===== config.mk =====
export PLATFORM = sky130hd
export DESIGN_NAME = sprite_drawer
export DESIGN_NICKNAME = d
export VERILOG_FILES = /design/src/rtl/sprite_drawer_pkg.sv /design/src/rtl/sprite_scan_counter.sv /design/src/rtl/sprite_drawer.sv
export SDC_FILE = /design/constraint.sdc
export NUM_CORES = 1
export LEC_CHECK = 0
export CAP_MARGIN = 20
export CORE_ASPECT_RATIO = 0.5
export CORE_MARGIN = 2
export CORE_UTILIZATION = 51
export CTS_CLUSTER_DIAMETER = 60
export DETAILED_ROUTE_END_ITERATION = 16
export PLACE_DENSITY = 0.87
export RECOVER_POWER = 100
export SETUP_SLACK_MARGIN = 0.5
export SLEW_MARGIN = 30
export SYNTH_ARGS = -nofsm -noshare
export SYNTH_HDL_FRONTEND = slang
export SYNTH_HIERARCHICAL = 1
export SYNTH_SLANG_ARGS = --single-unit

===== constraint.sdc =====
create_clock -name clock -period 8.5 [get_ports clock]
set_clock_uncertainty 0.2 [all_clocks]
set_input_delay 1.7 -clock clock [delete_from_list [all_inputs] [get_ports clock]]
set_output_delay 1.7 -clock clock [all_outputs]
set_load 0.1 [all_outputs]

===== src/rtl/sprite_drawer_pkg.sv =====
// Shared constants for the sprite drawer: screen geometry, FSM state codes,
// source-select codes and the background address helper.
package sprite_drawer_pkg;

  localparam int SCREEN_W  = 320;
  localparam int SCREEN_H  = 240;
  localparam int BG_ADDR_W = 17;

  localparam logic [2:0] ST_IDLE    = 3'd0;
  localparam logic [2:0] ST_LATCH   = 3'd1;
  localparam logic [2:0] ST_SCAN    = 3'd2;
  localparam logic [2:0] ST_FLUSH   = 3'd3;
  localparam logic [2:0] ST_DONE    = 3'd4;
  localparam logic [2:0] ST_RELEASE = 3'd5;

  localparam logic SRC_BG   = 1'b0;
  localparam logic SRC_CHAR = 1'b1;

  // y*320 + x without a multiplier: (y<<8) + (y<<6) + x.
  function automatic logic [BG_ADDR_W-1:0] bg_addr(input logic [8:0] x, input logic [7:0] y);
    return {1'b0, y, 8'h00} + {3'b000, y, 6'h00} + {8'h00, x};
  endfunction

endpackage


===== src/rtl/sprite_scan_counter.sv =====
// Column/row raster counter over a SPRITE_W x SPRITE_H window with a
// last-pixel flag; clear has priority over enable.
module sprite_scan_counter #(
  parameter int SPRITE_W = 8,
  parameter int SPRITE_H = 8,
  parameter int COL_W    = (SPRITE_W > 1) ? $clog2(SPRITE_W) : 1,
  parameter int ROW_W    = (SPRITE_H > 1) ? $clog2(SPRITE_H) : 1
) (
  input  logic             clock,
  input  logic             resetn,
  input  logic             clear,
  input  logic             enable,
  output logic [COL_W-1:0] col,
  output logic [ROW_W-1:0] row,
  output logic             last
);

  localparam logic [COL_W-1:0] COL_MAX = COL_W'(SPRITE_W - 1);
  localparam logic [ROW_W-1:0] ROW_MAX = ROW_W'(SPRITE_H - 1);

  always_ff @(posedge clock) begin
    if (!resetn || clear) begin
      col <= '0;
      row <= '0;
    end else if (enable) begin
      if (col == COL_MAX) begin
        col <= '0;
        row <= (row == ROW_MAX) ? '0 : row + 1'b1;
      end else begin
        col <= col + 1'b1;
      end
    end
  end

  assign last = (col == COL_MAX) && (row == ROW_MAX);

endmodule


===== src/rtl/sprite_drawer.sv =====
// Raster-scans a sprite window, reads colour from the char or background ROM
// and emits clipped plot strobes, then pulses the matching done signal.
module sprite_drawer
  import sprite_drawer_pkg::*;
#(
  parameter int                  SPRITE_W    = 8,
  parameter int                  SPRITE_H    = 8,
  parameter int                  COLOUR_W    = 9,
  parameter logic [COLOUR_W-1:0] TRANSPARENT = {COLOUR_W{1'b1}},
  parameter int                  CHAR_AW     = $clog2(SPRITE_W * SPRITE_H)
) (
  input  logic                 clock,
  input  logic                 resetn,
  input  logic                 drawBG,
  input  logic                 drawChar,
  input  logic [8:0]           xIn,
  input  logic [7:0]           yIn,
  output logic [CHAR_AW-1:0]   charAddr,
  input  logic [COLOUR_W-1:0]  charData,
  output logic [BG_ADDR_W-1:0] bgAddr,
  input  logic [COLOUR_W-1:0]  bgData,
  output logic [8:0]           vgaX,
  output logic [7:0]           vgaY,
  output logic [COLOUR_W-1:0]  colour,
  output logic                 plot,
  output logic                 doneBG,
  output logic                 doneChar,
  output logic                 busy
);

  localparam int COL_W = (SPRITE_W > 1) ? $clog2(SPRITE_W) : 1;
  localparam int ROW_W = (SPRITE_H > 1) ? $clog2(SPRITE_H) : 1;

  logic [2:0]       state;
  logic [2:0]       state_next;
  logic             src;
  logic [8:0]       x0;
  logic [7:0]       y0;
  logic [COL_W-1:0] col;
  logic [ROW_W-1:0] row;
  logic             last;
  logic             cnt_clear;
  logic             cnt_en;
  logic             scan_valid;
  logic             valid_q;
  logic             on_q;
  logic             request;
  logic [9:0]       px_full;
  logic [8:0]       py_full;
  logic             onscreen;
  logic             transparent;

  assign request = drawBG || drawChar;

  sprite_scan_counter #(
    .SPRITE_W (SPRITE_W),
    .SPRITE_H (SPRITE_H),
    .COL_W    (COL_W),
    .ROW_W    (ROW_W)
  ) u_scan (
    .clock  (clock),
    .resetn (resetn),
    .clear  (cnt_clear),
    .enable (cnt_en),
    .col    (col),
    .row    (row),
    .last   (last)
  );

  // State register
  always_ff @(posedge clock) begin
    if (!resetn) state <= ST_IDLE;
    else         state <= state_next;
  end

  // Next-state logic
  always_comb begin
    state_next = state;
    case (state)
      ST_IDLE:    if (request) state_next = ST_LATCH;
      ST_LATCH:   state_next = ST_SCAN;
      ST_SCAN:    if (last) state_next = ST_FLUSH;
      ST_FLUSH:   state_next = ST_DONE;
      ST_DONE:    state_next = ST_RELEASE;
      ST_RELEASE: if (!request) state_next = ST_IDLE;
      default:    state_next = ST_IDLE;
    endcase
  end

  // State-decoded outputs
  always_comb begin
    busy       = 1'b0;
    doneBG     = 1'b0;
    doneChar   = 1'b0;
    cnt_clear  = 1'b0;
    cnt_en     = 1'b0;
    scan_valid = 1'b0;
    case (state)
      ST_IDLE:  busy = 1'b0;
      ST_LATCH: begin
        busy      = 1'b1;
        cnt_clear = 1'b1;
      end
      ST_SCAN: begin
        busy       = 1'b1;
        cnt_en     = 1'b1;
        scan_valid = 1'b1;
      end
      ST_DONE: begin
        busy     = 1'b1;
        doneBG   = (src == SRC_BG);
        doneChar = (src == SRC_CHAR);
      end
      default: busy = 1'b1;
    endcase
  end

  // Source is chosen at the IDLE decision; coordinates are frozen in LATCH.
  always_ff @(posedge clock) begin
    if (!resetn) begin
      src <= SRC_BG;
      x0  <= '0;
      y0  <= '0;
    end else begin
      if (state == ST_IDLE && request) src <= drawBG ? SRC_BG : SRC_CHAR;
      if (state == ST_LATCH) begin
        x0 <= xIn;
        y0 <= yIn;
      end
    end
  end

  // Extra top bit keeps X/Y carry-out visible so clipped pixels never wrap.
  assign px_full  = {1'b0, x0} + 10'(col);
  assign py_full  = {1'b0, y0} + 9'(row);
  assign onscreen = (px_full < 10'(SCREEN_W)) && (py_full < 9'(SCREEN_H));

  assign charAddr = CHAR_AW'(row) * CHAR_AW'(SPRITE_W) + CHAR_AW'(col);
  assign bgAddr   = bg_addr(px_full[8:0], py_full[7:0]);

  // Coordinates travel one stage to line up with the ROM's read latency.
  always_ff @(posedge clock) begin
    if (!resetn) begin
      valid_q <= 1'b0;
      on_q    <= 1'b0;
      vgaX    <= '0;
      vgaY    <= '0;
    end else begin
      valid_q <= scan_valid;
      on_q    <= onscreen;
      if (scan_valid) begin
        vgaX <= px_full[8:0];
        vgaY <= py_full[7:0];
      end
    end
  end

  assign transparent = (src == SRC_CHAR) && (charData == TRANSPARENT);
  assign colour      = valid_q ? ((src == SRC_CHAR) ? charData : bgData) : '0;
  assign plot        = valid_q && on_q && !transparent;

endmodule

==> results by group <==
Synth
  • Synth Flop Type: dfxtp_1
  • Post-synth EDFFs: 0
  • Share of the synthesized area in the top cell type: 0.317
  • Yosys top cell by area: dfxtp_1
  • Synthesized area per cell: 8.29 um2
  • Cells after Synth: 350
  • Net count after synthesis: 418
  • Most frequent cell after synthesis: nand2_1
  • Yosys warnings: 6
  • Library cells used by synthesis: 44
  • Synth top cells by count: nand2_1, dfxtp_1, nor2_1, a21boi_0, ha_1
  • Synth top area cells: dfxtp_1, ha_1, nand2_1
  • Post-synth ARST share: 0
  • Post-synthesis sequential area ratio: 0.317
  • Seq cells post-synth: 46
  • Synthesized area: 2900 um2

Detailed routing
  • Initial detailed-routing violation count: 115
  • Vias post-DR: 2637
  • Total Routed Length: 7.00 mm
  • Pre-antenna DRT Iters: 4
  • Vias/cell: 5.23
  • Wirelength per Cell: 13.9 um
  • Number of routed nets with antenna violations: 0
  • DRC errors left: 0

Setup path
  • CP Buf/Inv Count: 3
  • Worst r2r src: state[0]
  • Worst path depth: 15
  • CP max FO: 5
  • R2R Path End: vgaX[8]
  • Critical path endpoint: bgAddr[15]
  • Worst-case reg-to-reg path depth: 5
  • Worst setup EP type: output port
  • Worst setup path start: u_scan/col[0]
  • Worst path slowest cell: dlygate4sd3_1
  • Critical path cell sequence: ha_1 > inv_1 > fa_1 > and2b_1 > o2111ai_2 > nor2_1 > xnor2_1 > fa_1 > inv_1 > fa_1 > a21oi_1 > o211ai_1 > o41ai_1 > xor2_1 > dlygate4sd3_1
  • Req. time, crit path: 6.60 ns
  • WP data arrival: 5.14 ns
  • Top Family by Delay on Critical Path: adder cells
  • Crit path largest cell delay: 1.21 ns
  • Worst setup SP type: flop
  • WS Path Type: reg2out
  • R2R setup slack: 5.73 ns
  • Most frequent CP cell: fa_1

Placed design
  • DP Area: 3800 um2
  • GPL Wtd Cong: 0.840
  • PortBufs: 91
  • Placed instance count: 496
  • DP HPWL: 5.31 mm

Clock tree
  • Htree depth: 2
  • Clock sinks: 46
  • Post-CTS Repair Setup Buffers: 0
  • Max Root-Sink Buffers: 2
  • Worst skew pair latency: 0.28 ns
  • Cts hold-fix bufs: 0
  • Total CTS buffers: 5
  • PostCTS Resize Cnt: 0
  • Clk slew on worst S/H paths: 0.06 ns
  • CTS tree: built
  • Root Buffer: clkbuf_16

Final layout
  • Storage cell area: 921 um2
  • Antenna cells: 0
  • Fin area: 3960 um2
  • Fill count: 420
  • Nets: 498
  • Combined area of the multi-input logic cells: 1790 um2
  • Final std cells w/o fill: 504
  • Area delta synth->final: 36.4%
  • Fraction of layout cells with a size suffix above 1: 0.0302

Pwr
  • Pleak: 1.82 nW
  • Switching Share: 0.409
  • Clock Power Share: 0.292
  • Logic gate share of total power: 0.380
  • Sequential power share: 0.328
  • Cell internal pwr: 0.000445 W
  • PD cells: 190 nW/um2
  • Peak VDD IR: 0.104 mV
  • NetSw: 0.000308 W

Floorplanning
  • Core area: 5490 um2
  • # IOs: 92
  • Initial Util: 0.529
  • DIE AREA: 6350 um2
  • # rows: 19
  • Die width: 111 um
  • Die Y: 57.3 um

Flow run
  • Max_cap viols: 1

Global routing
  • GR Util All Layers: 0.221
  • Largest net degree at the start of global routing: 42
  • Initial antenna violation count: 0
  • Congestion Overflow GR: 0
  • Vias in the first global route: 2545
  • First-pass GRT wire length: 11.5 mm

Timing
  • Worst-margin pin slew: 1.52 ns
  • # setup viols final: 0
  • Hold slack final: 0.266 ns
  • Unrepaired setup endpoints after global routing: no
  • Slew headroom: -0.0152
  • Fmax achieved: 142 MHz
  • Final Hold Viols: 0
  • Crit path time final: 7.04 ns
  • Final period utilization: 0.828
  • Final-report max-slew violation count: 42
  • Setup TNS: 0 ns

Run status
  • Failing checks: capacitance limit, slew limit
  • Status: finished, violations left

Worst hold path
  • Hold Path Class: reg2reg
==> through the flow <==
stage	worst slack [ns]	total power (W)	utilization
finish	1.46	0.000753	0.721
global route	1.17	0.000783	0.721
CTS	1.50	0.000766	0.722
detailed placement	1.88	0.000546	0.692
global placement	1.96	0.000541	0.692
floorplan	1.23	0.000478	-
==> flip-flops by register name, indices dropped and copies added (netlist names) <==
| register | cells |
|---|---|
| u_scan/row | 3 |
| u_scan/col | 3 |
| state | 3 |
| vgaY | 8 |
| x0 | 9 |
| y0 | 8 |
| on_q | 1 |
| src | 1 |
| valid_q | 1 |
| vgaX | 9 |
==> power groups by stage <==
| stage | clock network (W) | registers [W] | logic, W |
|---|---|---|---|
| 2_1_floorplan | 0 | 0.000294 | 0.000184 |
| 3_3_place_gp | 0 | 0.000251 | 0.000290 |
| 5_1_grt | 0.000232 | 0.000250 | 0.000301 |
| 6_report | 0.000220 | 0.000247 | 0.000286 |
| 3_5_place_dp | 0 | 0.000252 | 0.000293 |
| 4_1_cts | 0.000224 | 0.000247 | 0.000295 |
==> cell usage in the layout (no fill, tap or decap), types with 4 or more instances in the layout <==
cell             count
nand2_1             63
dlygate4sd3_1       54
dfxtp_1             46
clkdlybuf4s50_1     37
nor2_1              28
a21boi_0            25
ha_1                25
inv_1               19
a21oi_1             15
o21ai_0             14
nor2b_1             10
xnor2_1             10
xor2_1              10
mux2i_1             10
nand3_1              5
o211a_1              5
clkbuf_16            5
and3_1               4
nand2b_1             4
fa_1                 4
==> routing by layer <==
layer	share of wire	global-route usage	wire length, um
met1	0.44	0.281	3080
met2	0.48	0.387	3360
met3	0.072	0.0627	501
met4	0.0083	0.0429	58
met5	0	0	0
==> worst min path at each step <==
stage | to | cells after the start | start
5_1_grt | vgaY[3] | 2 | vgaY[3]
4_1_cts | vgaY[2] | 2 | vgaY[2]
6_report | vgaY[3] | 2 | vgaY[3]
3_5_place_dp | vgaY[2] | 2 | vgaY[2]
3_3_place_gp | vgaX[2] | 2 | vgaX[2]
2_1_floorplan | y0[0] | 2 | y0[0]
==> kinds of logic (layout without fill, tap and decap cells) <==
family | count (synthesis) | after routing | synth area share
adder cells (fa/ha/maj) | 30 | 30 | 0.139
AO/OA/AOI/OAI | 73 | 73 | 0.176
multiplexers | 10 | 10 | 0.0345
XOR/XNOR | 20 | 20 | 0.0603
AND/OR/NAND/NOR | 131 | 131 | 0.207
flip-flops | 46 | 46 | 0.317
buffers and inverters | 40 | 121 | 0.0655
==> area by class of cell <==
class,instances,area share
multi-input cells,264,0.451
flip-flops and latches,46,0.233
repair buffers,92,0.231
clock buffers,6,0.0326
well taps,73,0.0231
inverters,21,0.0199
clock inverters,2,0.00948
==> worst min-delay path, stage by stage (launching register included) <==
cell      delay (ns)
dfxtp_1         0.31
nand2_1         0.04
a21boi_0        0.06
Power figures use the tool's default switching activity.
